### config.mk
export PLATFORM = sky130hd
export DESIGN_NAME = systolic_feeder
export DESIGN_NICKNAME = d
export VERILOG_FILES = /design/src/rtl/systolic_feeder.sv
export SDC_FILE = /design/constraint.sdc
export NUM_CORES = 1
export LEC_CHECK = 0
export ABC_AREA = 1
export CAP_MARGIN = 15
export CORE_MARGIN = 5
export CORE_UTILIZATION = 40
export DETAILED_ROUTE_END_ITERATION = 8
export HOLD_SLACK_MARGIN = 0.15
export PLACE_DENSITY = 0.54
export REMOVE_ABC_BUFFERS = 1
export SYNTH_ARGS = -nofsm -noshare
export SYNTH_HDL_FRONTEND = slang
export SYNTH_SLANG_ARGS = --single-unit
export TNS_END_PERCENT = 1
### constraint.sdc
create_clock -name clock -period 10.2 [get_ports clock]
set_clock_uncertainty 0.2 [all_clocks]
set_input_delay 1.02 -clock clock [delete_from_list [all_inputs] [get_ports clock]]
set_output_delay 1.02 -clock clock [all_outputs]
set_load 0.02 [all_outputs]
### src/rtl/systolic_feeder.sv
// Purpose : operand store plus skewed edge feeder for a 3x3 systolic multiplier.
// Latency : t=0 operands appear the cycle after start; 5 feed + 3 flush cycles, done on cycle 9.
// Backpr. : none; start and writes are dropped while busy, nothing is queued.
// Ports   : clock/rst_n (sync, active-low); wr_en/wr_sel/wr_row/wr_col/wr_data load A (sel=0)
//           or B (sel=1); start launches a sequence; busy/done/valid status; a_out0..2 feed the
//           west edge of rows 0..2, b_out0..2 feed the north edge of columns 0..2.
module systolic_feeder #(
  parameter int n = 31
) (
  input  logic         clock,
  input  logic         rst_n,
  input  logic         wr_en,
  input  logic         wr_sel,
  input  logic [1:0]   wr_row,
  input  logic [1:0]   wr_col,
  input  logic [n:0]   wr_data,
  input  logic         start,
  output logic         busy,
  output logic         done,
  output logic         valid,
  output logic [n:0]   a_out0,
  output logic [n:0]   a_out1,
  output logic [n:0]   a_out2,
  output logic [n:0]   b_out0,
  output logic [n:0]   b_out1,
  output logic [n:0]   b_out2
);

  localparam int DIM = 3;

  typedef enum logic [1:0] {S_IDLE, S_FEED, S_FLUSH} state_t;

  state_t     r_state;
  logic [2:0] r_t;
  logic [n:0] r_a [DIM][DIM];
  logic [n:0] r_b [DIM][DIM];

  logic       w_wr_ok;
  logic       w_fwd_a;
  logic       w_fwd_b;
  logic [2:0] w_step;
  logic [n:0] w_a [DIM];
  logic [n:0] w_b [DIM];

  // The store only accepts in-range writes, and only while no sequence is running.
  assign w_wr_ok = wr_en && (r_state == S_IDLE) && (wr_row != 2'd3) && (wr_col != 2'd3);
  // A write to [0][0] landing on the start edge must be seen by the t=0 operand.
  assign w_fwd_a = w_wr_ok && !wr_sel && (wr_row == 2'd0) && (wr_col == 2'd0);
  assign w_fwd_b = w_wr_ok &&  wr_sel && (wr_row == 2'd0) && (wr_col == 2'd0);

  // Operands for the step being loaded: in IDLE that is t=0 (start edge), in FEED r_t.
  // Row i carries A[i][t-i], column j carries B[t-j][j]; out-of-window lanes are zero.
  always_comb begin
    w_step = (r_state == S_IDLE) ? 3'd0 : r_t;
    for (int i = 0; i < DIM; i++) begin
      w_a[i] = '0;
      w_b[i] = '0;
    end
    for (int i = 0; i < DIM; i++) begin
      for (int k = 0; k < DIM; k++) begin
        if (w_step == 3'(i + k)) begin
          w_a[i] = r_a[i][k];
          w_b[i] = r_b[k][i];
        end
      end
    end
    if (r_state == S_IDLE) begin
      if (w_fwd_a) w_a[0] = wr_data;
      if (w_fwd_b) w_b[0] = wr_data;
    end
  end

  always_ff @(posedge clock) begin
    if (!rst_n) begin
      r_state <= S_IDLE;
      r_t     <= 3'd0;
      busy    <= 1'b0;
      done    <= 1'b0;
      valid   <= 1'b0;
      a_out0  <= '0;
      a_out1  <= '0;
      a_out2  <= '0;
      b_out0  <= '0;
      b_out1  <= '0;
      b_out2  <= '0;
      for (int i = 0; i < DIM; i++) begin
        for (int k = 0; k < DIM; k++) begin
          r_a[i][k] <= '0;
          r_b[i][k] <= '0;
        end
      end
    end else begin
      done <= 1'b0;
      if (w_wr_ok) begin
        if (wr_sel) r_b[wr_row][wr_col] <= wr_data;
        else        r_a[wr_row][wr_col] <= wr_data;
      end
      case (r_state)
        S_IDLE: begin
          if (start) begin
            r_state <= S_FEED;
            r_t     <= 3'd1;
            busy    <= 1'b1;
            valid   <= 1'b1;
            a_out0  <= w_a[0];
            a_out1  <= w_a[1];
            a_out2  <= w_a[2];
            b_out0  <= w_b[0];
            b_out1  <= w_b[1];
            b_out2  <= w_b[2];
          end
        end
        S_FEED: begin
          // r_t is the step being loaded; once t=4 is on the outputs (r_t=5) switch to flush.
          if (r_t == 3'd5) begin
            r_state <= S_FLUSH;
            r_t     <= 3'd0;
            valid   <= 1'b0;
            a_out0  <= '0;
            a_out1  <= '0;
            a_out2  <= '0;
            b_out0  <= '0;
            b_out1  <= '0;
            b_out2  <= '0;
          end else begin
            r_t    <= r_t + 3'd1;
            a_out0 <= w_a[0];
            a_out1 <= w_a[1];
            a_out2 <= w_a[2];
            b_out0 <= w_b[0];
            b_out1 <= w_b[1];
            b_out2 <= w_b[2];
          end
        end
        S_FLUSH: begin
          // Three zero cycles so the last operand pair reaches PE(2,2).
          if (r_t == 3'd2) begin
            r_state <= S_IDLE;
            r_t     <= 3'd0;
            busy    <= 1'b0;
            done    <= 1'b1;
          end else begin
            r_t <= r_t + 3'd1;
          end
        end
        default: r_state <= S_IDLE;
      endcase
    end
  end

endmodule

After elaboration in Yosys (flattened, before gate mapping)
Memories as Yosys holds them, arrays and structs flattened. Cells that the tools add are included.

RAM bits: 576. Bits of input ports: 41. Output and inout port bits: 195. Memories: 2. Word-level logic and storage cells: 128. Bits in registers: 200.

$lt $le $gt $ge: 2. Add/subtract/negate cells: 1. Reductions and logical operators: 26. Muxes and demuxes: 72. Bitwise gates (word level): 1. Equal/unequal tests: 13.

Memory list: r_a (depth 3, width 96, read ports 3, clocked after memory_dff 0, wr ports 3, RTL line 35) `logic [n:0] r_a [DIM][DIM];`; r_b (depth 3, width 96, read ports 3, clocked after memory_dff 0, wr ports 3, RTL line 36) `logic [n:0] r_b [DIM][DIM];`.

Operators with widths (number): 2-to-1 mux 32 bit (35); 2-to-1 mux 96 bit (6); one-hot mux 32 bit (2 select lines) (6); OR reduction 96 bit (2); demux 32 bit (select 2 bit) (1); 2-to-1 mux 3 bit (4); 2-to-1 mux 1 bit (11); logical AND 1 bit (10); 2-to-1 mux 2 bit (5); inequality test 2 bit, second input constant (5); == test 3 x 2 -> 1 bit, second input constant (3); one-hot mux 3 bit (3 select lines) (1); AND reduction 3 bit (3); == test 3 bit, second input constant (2); zero test 2 bit (3); one-hot mux 2 bit (3 select lines) (1); AND reduction 2 bit (3); one-hot mux 1 bit (2 select lines) (2); nonzero test 2 bit (2); adder 3 x 1 -> 3 bit, second input constant (1); == test 3 x 1 -> 1 bit, second input constant (1); greater-or-equal comparator 3 bit, second input constant (1); zero test 3 bit (1); < comparator 3 x 1 -> 1 bit, second input constant (1); 5 further kinds (5).

Longest topological paths before layout
Word-level depth: 11. Mapped depth: 12. Depth with buffers taken out: 11.

Worst setup path after synthesis
OpenSTA, ideal clock, no wires.

Kind: input to register. Start point: in wr_col[1]. End point: mem r_b[2][32] (netlist bit), enable pin. Stages on the path: 4. Slack: 4.731 ns. Setup time: 0.511 ns. Buffers on the path: 1. Required time: 9.489 ns. Arrival: 4.758 ns. Path through: buf_2 -> nand2_1 -> nand4_2 -> o41ai_1.

RTL lines: start, declared (RTL line 15) `input logic [1:0] wr_col,`; end, declared (RTL line 36).

==> out/results.tsv <==
stage	metric	value	unit
detailed_routing	DR DRC count	0	
placed_design	Post-Place Cells	4445	
sta	Hold Vio Cnt, Final	0	
yosys	cell taking the most area after synthesis	edfxtp_1	
detailed_routing	DR vias	23870	
clock_tree	Root Buffer	clkbuf_16	
yosys	flops & latches, synth	776	
global_route	largest net degree at the start of global routing	107	
clock_tree	Clk Latency, worst-skew pair	630	ps
global_route	GRT overflow	0	
yosys	Post-synth EDFFs	576	
floorplanning	IO Count	236	
run_status	status	complete, no violations	
sta	final setup fails	0	
clock_tree	htree depth	3	
sta	final slew viol count	0	
critical_path	startpoint type of the worst setup path	input pin	
clock_tree	CTS Buffer Depth	3	
critical_path	CP Max Fanout	106	
global_route	total track usage	21.42	%
detailed_routing	Avg WL per Cell	20.48	microns
global_route	vias in the first global route	23400	
sta	max_slew headroom	21.05	%
floorplanning	Die Span X	293.1	microns
clock_tree	CTS tree	built	
yosys	Post-Syn Area	0.03205	sq mm
finish	Layout area overhead	18.76	%
sta	Slew @ Worst Pin	1184	ps
placed_design	GPL Wtd Cong	0.7875	
critical_path	crit path cell chain	clkdlybuf4s50_1 > buf_4 > inv_6 > nor2_2 > inv_2 > buf_4 > nor2_4 > nand2_2 > nand2_1 > buf_4	
pwr	P_leak	14.64	nW
placed_design	DPL Wire Length	54900	microns
yosys	Yosys cell types	30	
hold_path	Min-Delay Path Class	reg2reg	
finish	layout cells sized above 1	6.639	%
yosys	Synth top area share	53.96	%
floorplanning	Die Y	293.1	microns
clock_tree	cts bufs inserted	85	
yosys	sequential share of the synthesized area	66.45	%
detailed_routing	initial DRC count	2136	
critical_path	Crit path required time	10340	ps
yosys	share of flip-flops with an asynchronous set or reset	0	%
detailed_routing	Pre-antenna DRT Iters	5	
critical_path	most repeated library cell on the critical path	buf_4	
pwr	worst vdd ir	0.0001618	V
clock_tree	Sink Count	776	
sta	fin crit share	45.45	%
finish	Final Util	48.03	%
global_route	initial antenna violation count	3	
detailed_routing	Post-DRT Antenna Nets	0	
floorplanning	Initial Utilization	40.44	%
pwr	pwr dens	222.2	mW/mm^2
flow_run	# Max-Cap Violations	0	
yosys	most common library cells after synthesis	nand2_1, nor2_1, edfxtp_1	
sta	Fin Setup TNS	0	ps
sta	Peak Freq	215.7	MHz
clock_tree	Post-CTS Resized	0	
sta	final worst path period need	4636	ps
yosys	Avg Inst Size Synth	9.603	sq um
clock_tree	Clk pin slew, worst setup/hold paths	60	ps
finish	Final #Nets	3529	
critical_path	Crit Path Class	in2reg	
finish	fin cells	4607	
finish	fill count	7314	
floorplanning	Core ar.	0.07926	sq mm
floorplanning	Rows	103	
clock_tree	CTS Hold Bufs	0	
sta	RSZ-0062 raised after global routing	no	
global_route	global-route wire length before repair	142600	microns
critical_path	Worst EP arrival	4780	ps
yosys	dominant cells by area after synthesis	edfxtp_1, dfxtp_1, nand2_1	
clock_tree	post-CTS setup buffers	0	
floorplanning	Die ar.	0.08589	sq mm
yosys	Ys Warns	0	
yosys	Synth Instances	3338	
critical_path	max incr delay on CP	640	ps
detailed_routing	DRT Wirelength	94370	microns
detailed_routing	vias per cell	5.181	
critical_path	Setup crit end kind	flop	
pwr	Power Total	8.460	mW
yosys	main flop type after synthesis	edfxtp_1	
placed_design	port bufs	235	
yosys	top-count cell post-synth	nand2_1	
critical_path	Slowest-stage cell, CP	nand2_1	
[layout by cell type (no fill, tap or decap), types with 4 or more instances in the layout]
master and n:
dfxtp_1 200, edfxtp_1 576, ha_1 4, nor3_1 47, clkdlybuf4s50_1 235, nor2_1 670, inv_1 85, nor2_4 5
clkinv_1 52, nand3_2 4, clkbuf_16 89, nand2_1 840, buf_16 4, clkbuf_8 9, a21oi_1 259, o21ai_0 7
nor2_2 5, inv_6 7, nand2_2 8, nand3_1 325, clkinv_2 17, buf_4 67, clkbuf_1 13
[state kept, by name, summed over array words and instances, names as in the netlist]
| name | cells |
|---|---|
| a_out0 | 32 |
| r_a | 288 |
| r_t | 3 |
| b_out1 | 32 |
| valid | 1 |
| a_out1 | 32 |
| b_out0 | 32 |
| busy | 1 |
| r_state | 2 |
| done | 1 |
| a_out2 | 32 |
| b_out2 | 32 |
| r_b | 288 |
[critical path, delay by kind of cell]
| family | cells | cell delay (ps) |
|---|---|---|
| buffers and inverters | 6 | 2280 |
| AND/OR/NAND/NOR | 4 | 1410 |
[layer usage]
| layer | global-route usage (%) | up-vias | routed length [microns] |
|---|---|---|---|
| met1 | 29.38 | 11620 | 40550 |
| met2 | 35.84 | 785 | 45010 |
| met4 | 5.541 | 4 | 2132 |
| met3 | 3.439 | 129 | 6636 |
| li1 | - | 11330 | - |
| met5 | 0 | - | 34 |
[report_power, final]
part / internal [mW] / switching (mW)
logic: 0.530 / 1.28
clock network: 1.71 / 1.25
registers: 3.59 / 0.0908
total: 5.83 / 2.63
[layout make-up]
cell class | instances | area (sq um) | area share, %
antenna | 2 | 5.005 | 0.01315
timing repair buffer | 308 | 3005 | 7.895
tap | 1050 | 1314 | 3.451
clock inverter | 47 | 300.3 | 0.7888
clock buffer | 111 | 2400 | 6.304
multi-input combinational | 2189 | 9268 | 24.35
sequential | 776 | 21300 | 55.95
inverter | 124 | 475.5 | 1.249
[worst paths after layout]
check                                              from                       end  slack [ps]  cells past startpoint
worst max register to register  r_state[1]$_SDFFE_PN0P_  r_b[1][23]$_SDFFCE_PN0P_        5860                     12
worst min register to register   a_out0[0]$_SDFFE_PN0P_    a_out0[0]$_SDFFE_PN0P_         260                      2
worst max-delay path                              rst_n  r_b[1][23]$_SDFFCE_PN0P_        5560                     10
worst min-delay path             a_out0[0]$_SDFFE_PN0P_    a_out0[0]$_SDFFE_PN0P_         260                      2
[through the flow]
step	hold WS [ps]	setup WS (ps)	area, sq um
2_1_floorplan	299.0	1701	30950
3_3_place_gp	257.8	4655	35210
3_5_place_dp	255.4	4900	35320
4_1_cts	264.9	5551	38020
5_1_grt	278.1	5267	38060
6_report	263.9	5564	38070
[cells by family after synthesis]
logic type / share of synthesized area [%]
XOR/XNOR: 0.02733
buffers and inverters: 4.883
AND/OR/NAND/NOR: 24.17
AO/OA/AOI/OAI: 4.306
flip-flops: 66.45
adder cells (fa/ha/maj): 0.1561
No activity file was read; power rests on OpenSTA's default activity.
